==> src/rtl/eth_tx_scheduler.sv <==
// eth_tx_scheduler: round-robin payload scheduler in front of the Ethernet frame packer.
// Two requesters share one fixed-length payload slot. Each payload starts with a tag byte
// {valid, src, seq[5:0]} sent MS dibit first, followed by the granted requester's body dibits.
// Unused dibits are padded with 00. If the granted requester underruns, the frame is cancelled.
//
// Ports:
//   clk, rst        system clock, synchronous active-high reset
//   stall           from packer; low = packer consumes one payload dibit this cycle
//   axiiv, axiid    payload dibit valid / data to packer
//   cancelled       1-cycle pulse to packer aborting the current frame on underrun
//   req             req[n] = requester n holds a complete packet
//   d0/v0, d1/v1    requester head dibit and its valid
//   rd              rd[n] = pop head dibit of requester n this cycle
//   abort           abort[n] = 1-cycle pulse; requester n flushes its partial packet
//   grant           one-hot current/pending grant; 00 = idle slot
//   pkt_count       completed packets (wraps)
//   underrun_count  underrun events (saturates at 255)
module eth_tx_scheduler #(
  parameter int unsigned PAYLOAD_DIBITS = 1280,
  parameter int unsigned TAG_DIBITS     = 4
) (
  input  logic        clk,
  input  logic        rst,
  input  logic        stall,
  output logic        axiiv,
  output logic [1:0]  axiid,
  output logic        cancelled,
  input  logic [1:0]  req,
  input  logic [1:0]  d0,
  input  logic [1:0]  d1,
  input  logic        v0,
  input  logic        v1,
  output logic [1:0]  rd,
  output logic [1:0]  abort,
  output logic [1:0]  grant,
  output logic [15:0] pkt_count,
  output logic [7:0]  underrun_count
);

  localparam int unsigned CntW = $clog2(PAYLOAD_DIBITS + 1);
  localparam logic [CntW-1:0] LastTag = CntW'(TAG_DIBITS - 1);
  localparam logic [CntW-1:0] LastDib = CntW'(PAYLOAD_DIBITS - 1);

  typedef enum logic [1:0] {StArb, StTag, StBody, StPad} state_e;

  state_e          state_q, state_d;
  logic            stall_q;
  logic [1:0]      grant_q, grant_d;
  logic            rr_q, rr_d;
  logic [7:0]      tag_q, tag_d;
  logic [CntW-1:0] dib_cnt_q, dib_cnt_d;
  logic [5:0]      seq0_q, seq0_d, seq1_q, seq1_d;
  logic [15:0]     pkt_count_q, pkt_count_d;
  logic [7:0]      underrun_count_q, underrun_count_d;

  logic [1:0] arb_grant;
  logic [7:0] arb_tag;
  logic       src;
  logic [1:0] d_src;
  logic       v_src;
  logic [1:0] tag_dibit;

  assign src   = grant_q[1];
  assign d_src = src ? d1 : d0;
  assign v_src = src ? v1 : v0;

  // rr_q holds the last served channel; on a tie the other channel wins.
  always_comb begin
    arb_grant = 2'b00;
    case (req)
      2'b11:   arb_grant = rr_q ? 2'b01 : 2'b10;
      2'b01:   arb_grant = 2'b01;
      2'b10:   arb_grant = 2'b10;
      default: arb_grant = 2'b00;
    endcase
    arb_tag = 8'h00;
    if (arb_grant != 2'b00) begin
      arb_tag = {1'b1, arb_grant[1], (arb_grant[1] ? seq1_q : seq0_q)};
    end
  end

  always_comb begin
    tag_dibit = tag_q[7:6];
    case (dib_cnt_q[1:0])
      2'd0:    tag_dibit = tag_q[7:6];
      2'd1:    tag_dibit = tag_q[5:4];
      2'd2:    tag_dibit = tag_q[3:2];
      default: tag_dibit = tag_q[1:0];
    endcase
  end

  always_comb begin
    state_d          = state_q;
    grant_d          = grant_q;
    rr_d             = rr_q;
    tag_d            = tag_q;
    dib_cnt_d        = dib_cnt_q;
    seq0_d           = seq0_q;
    seq1_d           = seq1_q;
    pkt_count_d      = pkt_count_q;
    underrun_count_d = underrun_count_q;
    axiid            = 2'b00;
    rd               = 2'b00;
    abort            = 2'b00;
    cancelled        = 1'b0;

    unique case (state_q)
      StArb: begin
        if (stall) begin
          grant_d = arb_grant;
          tag_d   = arb_tag;
        end else if (stall_q) begin
          // Slot start: grant is frozen, first tag dibit goes out this cycle.
          if (grant_q != 2'b00) rr_d = src;
          axiid     = tag_q[7:6];
          dib_cnt_d = CntW'(1);
          state_d   = StTag;
        end
        // stall low without a preceding high cycle: mid-slot after reset or underrun, send 00.
      end

      StTag: begin
        if (stall) begin
          abort   = grant_q;
          state_d = StArb;
        end else begin
          axiid     = tag_dibit;
          dib_cnt_d = dib_cnt_q + CntW'(1);
          if (dib_cnt_q == LastTag) begin
            state_d = (grant_q != 2'b00) ? StBody : StPad;
          end
        end
      end

      StBody: begin
        if (stall) begin
          // Slot ended before the payload completed: truncated packet.
          abort   = grant_q;
          state_d = StArb;
        end else begin
          rd = grant_q;
          if (!v_src) begin
            cancelled = 1'b1;
            abort     = grant_q;
            if (underrun_count_q != 8'hFF) underrun_count_d = underrun_count_q + 8'd1;
            state_d = StArb;
          end else begin
            axiid     = d_src;
            dib_cnt_d = dib_cnt_q + CntW'(1);
            if (dib_cnt_q == LastDib) begin
              pkt_count_d = pkt_count_q + 16'd1;
              if (src) seq1_d = seq1_q + 6'd1;
              else     seq0_d = seq0_q + 6'd1;
              state_d = StPad;
            end
          end
        end
      end

      StPad: begin
        if (stall) state_d = StArb;
      end

      default: state_d = StArb;
    endcase
  end

  always_ff @(posedge clk) begin
    if (rst) begin
      state_q          <= StArb;
      stall_q          <= 1'b0;
      grant_q          <= 2'b00;
      rr_q             <= 1'b1;
      tag_q            <= 8'h00;
      dib_cnt_q        <= '0;
      seq0_q           <= 6'd0;
      seq1_q           <= 6'd0;
      pkt_count_q      <= 16'd0;
      underrun_count_q <= 8'd0;
    end else begin
      state_q          <= state_d;
      stall_q          <= stall;
      grant_q          <= grant_d;
      rr_q             <= rr_d;
      tag_q            <= tag_d;
      dib_cnt_q        <= dib_cnt_d;
      seq0_q           <= seq0_d;
      seq1_q           <= seq1_d;
      pkt_count_q      <= pkt_count_d;
      underrun_count_q <= underrun_count_d;
    end
  end

  assign axiiv          = ~stall;
  assign grant          = grant_q;
  assign pkt_count      = pkt_count_q;
  assign underrun_count = underrun_count_q;

endmodule

==> config.mk <==
export PLATFORM = sky130hd
export DESIGN_NAME = eth_tx_scheduler
export DESIGN_NICKNAME = d
export VERILOG_FILES = /design/src/rtl/eth_tx_scheduler.sv
export SDC_FILE = /design/constraint.sdc
export NUM_CORES = 1
export LEC_CHECK = 0
export ABC_AREA = 1
export BUFFER_PORTS_ARGS = -buffer_cell sky130_fd_sc_hd__buf_2
export CORE_MARGIN = 5
export CORE_UTILIZATION = 53
export CTS_CLUSTER_SIZE = 8
export DETAILED_ROUTE_END_ITERATION = 8
export HOLD_SLACK_MARGIN = 0.05
export PLACE_DENSITY_LB_ADDON = 0.05
export SYNTH_ARGS = -nofsm -noshare
export SYNTH_HDL_FRONTEND = slang
export SYNTH_SLANG_ARGS = --single-unit
==> constraint.sdc <==
create_clock -name clk -period 1.5 [get_ports clk]
set_input_delay 0 -clock clk [delete_from_list [all_inputs] [get_ports clk]]
set_output_delay 0 -clock clk [all_outputs]
set_load 0.03 [all_outputs]
==> flow_metrics.py, run 1 <==
metrics = {
    "critical_path": {
        "path_class": "flop to primary output",
        "worstPathCellList": "inv_4, ha_4, inv_4, nor2_4, nand2_4, a21oi_2, nor2_2, a21oi_2, buf_6",
        "end_kind": "primary output",
        "crit_required_ns": 1.50,
        "cp_num_buf_inv": 3,
        "cpMaxStageDelayCell": "dfxtp_4",
        "cp_top_family": "flip-flops",
        "cp.arrival_ns": 1.74,
        "critPathMaxStageDelay_ns": 0.37,
        "startpoint_type": "flop",
        "cp_max_fo": 5,
    },
    "floorplanning": {
        "start_util": 0.537,
        "row_count": 30,
        "core_area_um2": 6720,
        "fp.dieH_um": 92.5,
        "dieArea_um2": 8560,
        "fp.dieW_um": 92.5,
        "num_io_pins": 45,
    },
    "cells_and_area": {
        "layout.cells.non_filler": 747,
        "areaGrowthSynthToFinish_pct": 43.7,
        "postLayoutCoreUtil": 0.772,
        "diodes": 0,
        "final_nets": 686,
        "drive_gt1_frac": 0.367,
    },
    "sta": {
        "final-setup-viol-count": 57,
        "fin_crit_ns": 1.74,
        "setup_ws_ns": -0.243,
        "final_hold_viol_count": 0,
        "slew_violations": 0,
        "relSlewSlack": 0.580,
        "clock.fmax_mhz": 574,
        "worst_pin_slew_ns": 0.630,
        "finalClockSkew_ns": 0.00866,
        "rsz0062_at_grt": "yes",
        "period_share": 1.16,
    },
    "status": {
        "outcome": "finished with violations",
        "violations": "negative setup slack",
    },
    "route": {
        "vias": 4100,
        "dr.pass1.iters": 5,
        "viasPerCell": 5.49,
        "wl_um": 11300,
        "drt_iter0_drc": 250,
        "drc_errors": 0,
        "ant_nets": 0,
        "wl_per_cell_um": 15.1,
    },
    "power_and_ir_drop": {
        "power.density_nw_per_um2": 1160,
        "power.total_mw": 6.03,
        "vdd_drop_max_mv": 0.847,
        "total_leakage_power_nw": 2.11,
    },
    "clock_tree": {
        "cts-root-buf": "clkbuf_8",
        "clock_sink_count": 61,
        "numCtsBuffers": 9,
        "h-tree-depth": 3,
        "cts_tree": "built",
        "clk-insertion-delay-late_ns": 0.36,
        "clockBufferDepth": 2,
        "clk_pin_slew_ns": 0.07,
    },
    "synthesis": {
        "synth_cells": 548,
        "syn_area_per_cell_um2": 6.59,
        "synth-seq-area-share": 0.338,
        "ys_ff_latch": 61,
        "synth_fp_nets": 572,
        "ys.flop_type": "dfxtp_1",
        "synthArstFlopShare": 0,
        "synth_warnings": 0,
        "synth_edf_count": 0,
        "synth_cell_type_count": 33,
        "synth_area_um2": 3610,
    },
    "placement": {
        "routabilityCongestion": 0.840,
        "numPortBuffers": 44,
        "dp.cells": 708,
        "hpwl_um": 7150,
    },
    "global_routing": {
        "grt_max_degree": 44,
        "grt_pass1_vias": 3653,
        "overflow": 0,
        "grt.total_usage": 0.249,
        "antenna_found_initial": 0,
        "grt_pass1_wl_um": 17100,
    },
    "job": {
        "maxCapViolations": 0,
    },
    "min_path": {
        "hold_class": "primary input to flop",
    },
}
-- timing repair --
item	in CTS	in global routing
pin swaps	24	30
endpoints found under the hold margin	1	0
setup endpoints to repair	56	61
buffers inserted	10	11
resized for setup	65	74
hold buffers	1	0
gates cloned	1	0
-- power breakdown --
group / internal (mW) / switching (mW)
combinational: 1.18 / 1.51
sequential: 1.72 / 0.105
clock: 0.805 / 0.722
total: 3.70 / 2.33
-- stage by stage --
step	TNS [ns]	setup slack (ns)	instance area [um^2]	hold slack (ns)
floorplan	-0.370	-0.0537	3700	0.0875
global placement	-0.522	-0.0750	4320	0.345
detailed placement	-1.84	-0.129	4320	0.355
CTS	-2.40	-0.216	4860	0.0766
global route	-9.61	-0.293	5190	0.212
finish	-4.78	-0.243	5190	0.156
-- per-layer routing --
| metal | wire length (um) | GRT usage | up-vias | part of all wire |
|---|---|---|---|---|
| li1 | - | - | 2011 | - |
| met1 | 4730 | 0.310 | 1905 | 0.42 |
| met2 | 5600 | 0.427 | 152 | 0.50 |
| met3 | 579 | 0.0349 | 32 | 0.051 |
| met4 | 379 | 0.108 | 0 | 0.034 |
| met5 | 0 | 0 | - | 0 |
-- flip-flops by register name (all words and copies together), names as in the netlist, 2 cells and up --
signal,cells
underrun_count,8
state_q,2
grant,2
pkt_count,16
seq0_q,6
tag_q,8
dib_cnt_q,11
seq1_q,6
-- worst paths after layout --
kind | startpoint | to | slack [ns] | cells past startpoint
worst max-delay path | state_q[0] | axiid[1] | -0.24 | 9
worst min-delay path | req[1] | grant[0] | 0.16 | 5
worst max register to register | state_q[0] | dib_cnt_q[2] | -0.23 | 9
worst min register to register | tag_q[2] | tag_q[2] | 0.49 | 2
-- final cells by class --
cell class	count	area, um^2
clock buffer	10	138
fill	476	1530
timing repair buffer	114	866
inverter	53	229
multi-input combinational	423	2560
tap	80	100
clock inverter	6	62.6
sequential	61	1240
-- cell usage after synthesis, types with 2 or more instances --
cell type	number	area [um^2]
nand2_1	170	638
dfxtp_1	61	1220
nor2_1	56	210
a21oi_1	54	270
inv_1	48	180
nand3_1	36	180
o21ai_0	18	90.1
ha_1	13	163
nand4_1	13	81.3
xor2_1	12	105
clkbuf_1	9	33.8
nor2_2	7	43.8
xnor2_1	7	61.3
nor3_1	6	30.0
inv_2	4	15.0
nand2_2	4	25.0
nor2_4	4	45.0
a31oi_1	3	18.8
o211ai_1	3	22.5
o21bai_1	3	22.5
buf_4	2	15.0
nand2_4	2	22.5
nand3b_1	2	15.0
nand4_2	2	25.0
-- worst reg2reg max path, delay by kind of cell (launching register included) --
kind            cells  cell delay, ns
compound gates      2            0.46
fa+ha+maj           1            0.18
buf+inv             4            0.40
flops               1            0.39
simple gates        2            0.23
-- cells in the final DEF (no fill, tap or decap), types with 12 or more instances in the layout --
cell / synthesis / layout
nand2_2: 4 / 14
buf_2: 0 / 37
nand3_1: 36 / 27
buf_4: 2 / 54
inv_1: 48 / 37
buf_6: 1 / 20
nand4_1: 13 / 13
a21oi_1: 54 / 33
xor2_1: 12 / 12
nor2_1: 56 / 48
nand2_1: 170 / 155
nor2_4: 4 / 12
a21oi_2: 0 / 21
dfxtp_1: 61 / 52
-- cells by family after synthesis --
| kind of cell | Yosys count | share of synthesized area |
|---|---|---|
| simple gates | 306 | 0.375 |
| compound gates | 84 | 0.123 |
| buf+inv | 65 | 0.0724 |
| flops | 61 | 0.338 |
| xor+xnor | 19 | 0.0461 |
| fa+ha+maj | 13 | 0.0450 |
Note: power is estimated with default switching activity, not from simulation.
==> inputs of run 2 (changes only) <==
Settings changed: CORE_UTILIZATION 53 to 50.
==> run 2 against run 1 <==
Effect of this change:
- the run still ends with negative setup slack left
- final cell count grew 3.2%
- utilization shrank 2.4 points
- sequential power is essentially flat
- register-to-register slack is essentially flat
- combinational power grew 7%
- cell area grew 2.9%
- routed wire length grew 0.42%
- power grew 2.5%
- first-iteration DRC count shrank 16%
- hold slack gained 0.0010 ns
- count of clock-buffer cells in the layout grew 2
- clock power shrank 3%
- critical path type unchanged
==> flow_metrics.py, run 2 (synthesis results as in run 1) <==
metrics = {
    "status": {
        "outcome": "finished with violations",
        "violations": "negative setup slack",
    },
    "route": {
        "dr.pass1.iters": 5,
        "wl_um": 11300,
        "drt_iter0_drc": 210,
        "wl_per_cell_um": 14.7,
        "ant_nets": 0,
        "viasPerCell": 5.25,
        "vias": 4048,
        "drc_errors": 0,
    },
    "power_and_ir_drop": {
        "pwr-share-seq": 0.294,
        "power.total_mw": 6.18,
        "intPower_mw": 3.81,
        "p_sw_frac": 0.384,
        "comb_power_share": 0.465,
        "switching_power_mw": 2.38,
        "total_leakage_power_nw": 2.14,
        "power.density_nw_per_um2": 1160,
        "vdd_drop_max_mv": 0.756,
        "clkPwrFrac": 0.241,
    },
    "floorplanning": {
        "start_util": 0.506,
        "fp.dieH_um": 95.0,
        "row_count": 31,
        "num_io_pins": 45,
        "core_area_um2": 7140,
        "dieArea_um2": 9020,
        "fp.dieW_um": 95.0,
    },
    "critical_path": {
        "r2r_start": "state_q[0]",
        "end_kind": "primary output",
        "worstPathCellList": "inv_4, ha_4, inv_4, nor2_4, nand2_4, a21oi_2, nor2_1, a21oi_2, buf_6",
        "reg2reg_depth": 9,
        "cp.arrival_ns": 1.79,
        "crit_required_ns": 1.50,
        "path_class": "flop to primary output",
        "r2r_slack_ns": -0.24,
        "cp_top_family": "flip-flops",
        "crit_cells": 9,
        "cp_num_buf_inv": 3,
        "cpMaxStageDelayCell": "dfxtp_4",
        "timing.rr.end": "dib_cnt_q[3]",
        "cp_max_fo": 5,
        "critPathMaxStageDelay_ns": 0.37,
        "startpoint_type": "flop",
    },
    "cells_and_area": {
        "final_design_area_no_fill_um2": 5340,
        "areaGrowthSynthToFinish_pct": 47.9,
        "final_common_cell": "nand2_1",
        "final_nets": 691,
        "largest_reg_flops": 16,
        "diodes": 0,
        "postLayoutCoreUtil": 0.748,
        "drive_gt1_frac": 0.385,
        "fill_cells": 544,
        "layout_common_cells": "nand2_1 (149), buf_4 (59), dfxtp_1 (51), nor2_1 (50), inv_1 (38)",
    },
    "global_routing": {
        "grt_use_met2": 0.411,
        "grt_pass1_wl_um": 17200,
        "grtUsageMet1": 0.310,
        "grt_pass1_vias": 3673,
        "grt-busiest-layer": "met2",
        "grt_max_degree": 44,
        "grt.total_usage": 0.244,
        "antenna_found_initial": 0,
        "met3_usage": 0.0518,
        "overflow": 0,
    },
    "placement": {
        "numPortBuffers": 44,
        "place_area_um2": 4340,
        "hpwl_um": 7300,
        "routabilityCongestion": 0.881,
        "place_ws_ns": -0.129,
    },
    "sta": {
        "fin_crit_ns": 1.79,
        "slew_violations": 0,
        "final_hold_viol_count": 0,
        "period_share": 1.19,
        "relSlewSlack": 0.562,
        "final-setup-viol-count": 53,
        "finalClockSkew_ns": 0.00725,
        "setup_tns_ns": -7.15,
        "rsz0062_at_grt": "yes",
        "setup_ws_ns": -0.290,
        "clock.fmax_mhz": 559,
        "worst_pin_slew_ns": 0.656,
    },
    "clock_tree": {
        "clockBufferDepth": 2,
        "clk-insertion-delay-late_ns": 0.35,
        "clk_pin_slew_ns": 0.07,
        "cts_tree": "built",
        "h-tree-depth": 3,
        "clock_sink_count": 61,
        "numCtsBuffers": 9,
        "cts-root-buf": "clkbuf_8",
    },
    "job": {
        "maxCapViolations": 0,
    },
    "min_path": {
        "min_from": "req[0]",
        "holdPathStages": 5,
        "hold_class": "primary input to flop",
        "worstHoldEndpoint": "grant[0]",
    },
}
## run 2: changes by cell type in the layout (fill, tap and decap cells not counted), moves of 3 or more
cell / before / now
buf_4: 54 / 59
nand2_2: 14 / 18
nand3_2: 7 / 14
nand3_1: 27 / 20
nand2_1: 155 / 149
nor2_2: 7 / 3
inv_4: 10 / 7
## run 2: power by group through the flow
stage	clock [mW]	sequential, mW	combinational [mW]
after detailed placement	0	1.82	1.66
after global routing	1.57	1.83	3.04
after floorplan	0	1.84	1.05
after global placement	0	1.81	1.63
final	1.49	1.82	2.88
after CTS	1.50	1.81	2.38
## run 2: worst max-delay path by stage
stage / from / slack [ns] / endpoint
final: state_q[0] / -0.29 / axiid[0]
after detailed placement: state_q[1] / -0.13 / dib_cnt_q[3]
after global placement: state_q[1] / -0.07 / dib_cnt_q[1]
after floorplan: state_q[0] / -0.05 / underrun_count[5]
after CTS: state_q[1] / -0.25 / axiid[0]
after global routing: state_q[0] / -0.35 / axiid[0]
## run 2: timing repair
action                                 4_1_cts  5_1_grt
endpoints found under the hold margin        0        0
cloned                                       1        0
pin swaps                                   22       43
gates resized for setup                     88       70
hold buffers                                 0        0
setup endpoints to repair                   63       63
setup buffers                               15       14
## run 2: worst reg2reg max path: cells and delay by family, from the launching register on
kind	cells	cell delay, ns
flops	1	0.39
fa+ha+maj	1	0.18
buf+inv	3	0.35
compound gates	1	0.15
simple gates	4	0.57
## run 2: cell type report
cell class                 count  area [um^2]  share of cell area
multi-input combinational    423         2640               0.493
sequential                    61         1240               0.232
timing repair buffer         119          922               0.173
inverter                      53          226              0.0424
clock buffer                  12          145              0.0272
tap                           99          124              0.0232
clock inverter                 4         47.5             0.00890
## run 2: stage by stage
step,instances,hold slack (ns)
global route,771,0.188
finish,771,0.157
detailed placement,726,0.440
CTS,758,0.150
global placement,726,0.437
floorplan,548,0.0875
## run 2: metal layers
layer | share of wire | vias to the layer above
met5 | 0 | -
met4 | 0.028 | 0
met3 | 0.046 | 27
met2 | 0.49 | 122
met1 | 0.43 | 1884
li1 | - | 2015
==> inputs of run 3 (changes only) <==
Settings changed: CELL_PAD_IN_SITES_DETAIL_PLACEMENT set to 1, CELL_PAD_IN_SITES_GLOBAL_PLACEMENT set to 1, CORE_UTILIZATION 50 to 37, REMOVE_ABC_BUFFERS set to 1.
==> run 3 against run 2 <==
Effect of this change:
- the run still ends with negative setup slack left
- utilization is 18 points lower
- die area is 31% higher
- sequential share of layout area is 0.86 points lower
- global-route usage is 2.2 points lower
- maximum frequency is 0.43% higher
- highest routed layer unchanged
- count of clock-buffer cells in the layout stayed put
- routed wire length is 22% higher
==> flow_metrics.py, run 3 (synthesis results as in run 1) <==
metrics = {
    "cells_and_area": {
        "seq_area_um2": 1240,
        "layout.cells.non_filler": 826,
        "areaGrowthSynthToFinish_pct": 53.0,
        "multi_input_area_um2": 2650,
        "postLayoutCoreUtil": 0.573,
        "largest_reg_flops": 16,
        "drive_gt1_frac": 0.437,
        "final_common_cell": "nand2_1",
        "layout_common_cells": "nand2_1 (141), buf_4 (79), dfxtp_1 (53), nor2_1 (48)",
        "diodes": 0,
        "final_nets": 712,
        "fill_cells": 1273,
    },
    "route": {
        "drc_errors": 0,
        "wl_per_cell_um": 16.8,
        "drt_iter0_drc": 154,
        "viasPerCell": 5.04,
        "dr.pass1.iters": 4,
        "vias": 4167,
        "ant_nets": 0,
        "wl_um": 13900,
    },
    "sta": {
        "finalClockSkew_ns": 0.0115,
        "worst_pin_slew_ns": 0.350,
        "rsz0062_at_grt": "yes",
        "final-setup-viol-count": 58,
        "setup_tns_ns": -6.31,
        "setup_ws_ns": -0.283,
        "clock.fmax_mhz": 561,
        "relSlewSlack": 0.766,
        "period_share": 1.19,
        "slew_violations": 0,
        "fin_crit_ns": 1.78,
        "final_hold_viol_count": 0,
        "holdWs_ns": 0.0994,
    },
    "floorplanning": {
        "fp.dieW_um": 109,
        "core_area_um2": 9640,
        "num_io_pins": 45,
        "dieArea_um2": 11800,
        "fp.dieH_um": 109,
        "row_count": 36,
        "start_util": 0.375,
    },
    "critical_path": {
        "cpMaxStageDelayCell": "dfxtp_4",
        "path_common_cell": "buf_4",
        "cp_max_fo": 6,
        "worstPathCellList": "inv_4, ha_4, buf_4, buf_6, o21ai_4, buf_4, nand4_4, buf_12, nand2_1, a21oi_2",
        "crit_required_ns": 1.73,
        "end_kind": "flop",
        "startpoint_type": "flop",
        "critPathMaxStageDelay_ns": 0.39,
        "cp_num_buf_inv": 5,
        "cp_top_family": "buffers and inverters",
        "cp.arrival_ns": 2.01,
        "path_class": "flop to flop",
    },
    "global_routing": {
        "met3_usage": 0.0255,
        "overflow": 0,
        "grt_pass1_vias": 4292,
        "grt.total_usage": 0.222,
        "grt_max_degree": 23,
        "grt_pass1_wl_um": 20700,
        "antenna_found_initial": 0,
        "grt_use_met2": 0.400,
        "grtUsageMet1": 0.273,
        "grt-busiest-layer": "met2",
    },
    "clock_tree": {
        "clockBufferDepth": 2,
        "clock_sink_count": 61,
        "clk-insertion-delay-late_ns": 0.36,
        "cts_tree": "built",
        "cts-root-buf": "clkbuf_8",
        "clk_pin_slew_ns": 0.07,
        "h-tree-depth": 3,
        "numCtsBuffers": 9,
    },
    "placement": {
        "routabilityCongestion": 0.841,
        "dp.cells": 789,
        "numPortBuffers": 44,
        "hpwl_um": 9310,
    },
    "status": {
        "outcome": "finished with violations",
        "violations": "negative setup slack",
    },
    "job": {
        "maxCapViolations": 0,
    },
    "min_path": {
        "hold_class": "primary input to flop",
    },
    "power_and_ir_drop": {
        "power.density_nw_per_um2": 1100,
        "vdd_drop_max_mv": 0.740,
        "total_leakage_power_nw": 2.27,
    },
}
run 3: changes by cell type in the layout (fill, tap and decap cells not counted), moves of 4 or more:
cell	change
a21oi_1	-11
ha_2	+4
nand2_1	-8
buf_4	+20
a21oi_2	+11
nand2_2	+9
run 3: layer usage:
metal  vias up  wire (um)
met5         -          0
met4         0        273
met3        23        485
met2        69       7230
met1      2021       5890
li1       2054          -
run 3: timing repair:
item / 4_1_cts / 5_1_grt
buffers inserted: 8 / 12
pin swaps: 26 / 44
hold buffers: 1 / 0
cloned: 0 / 1
resized for setup: 84 / 111
setup endpoints to repair: 63 / 63
hold endpoints to repair: 2 / 0
run 3: final timing paths:
path,startpoint,end,slack (ns),depth (start not counted)
max reg2reg,state_q[1],dib_cnt_q[4],-0.28,10
min,req[0],grant[1],0.1,5
max,state_q[1],dib_cnt_q[4],-0.28,10
min reg2reg,tag_q[1],tag_q[1],0.49,2
run 3: tightest hold or removal path, cell delays in order:
cell     delay, ns
buf_2         0.10
a21oi_1       0.08
nand2_1       0.07
buf_4         0.11
a21oi_1       0.05
run 3: layout make-up:
type,instances,area share
Tap cell,133,0.0301
Sequential cell,61,0.224
Clock inverter,4,0.00408
Inverter,53,0.0401
Timing Repair Buffer,141,0.195
Clock buffer,12,0.0281
Multi-Input combinational cell,422,0.479
run 3: power breakdown:
part / switching, mW / internal [mW]
Sequential: 0.109 / 1.72
Clock: 0.698 / 0.682
Combinational: 1.60 / 1.26
Total: 2.41 / 3.66
run 3: stage by stage:
stage | total power, mW | instance area (um^2) | worst slack [ns]
5_1_grt | 6.35 | 5520 | -0.389
3_3_place_gp | 3.48 | 4510 | -0.175
3_5_place_dp | 3.54 | 4510 | -0.285
4_1_cts | 5.26 | 5040 | -0.286
6_report | 6.07 | 5520 | -0.283
2_1_floorplan | 2.68 | 3550 | -0.578
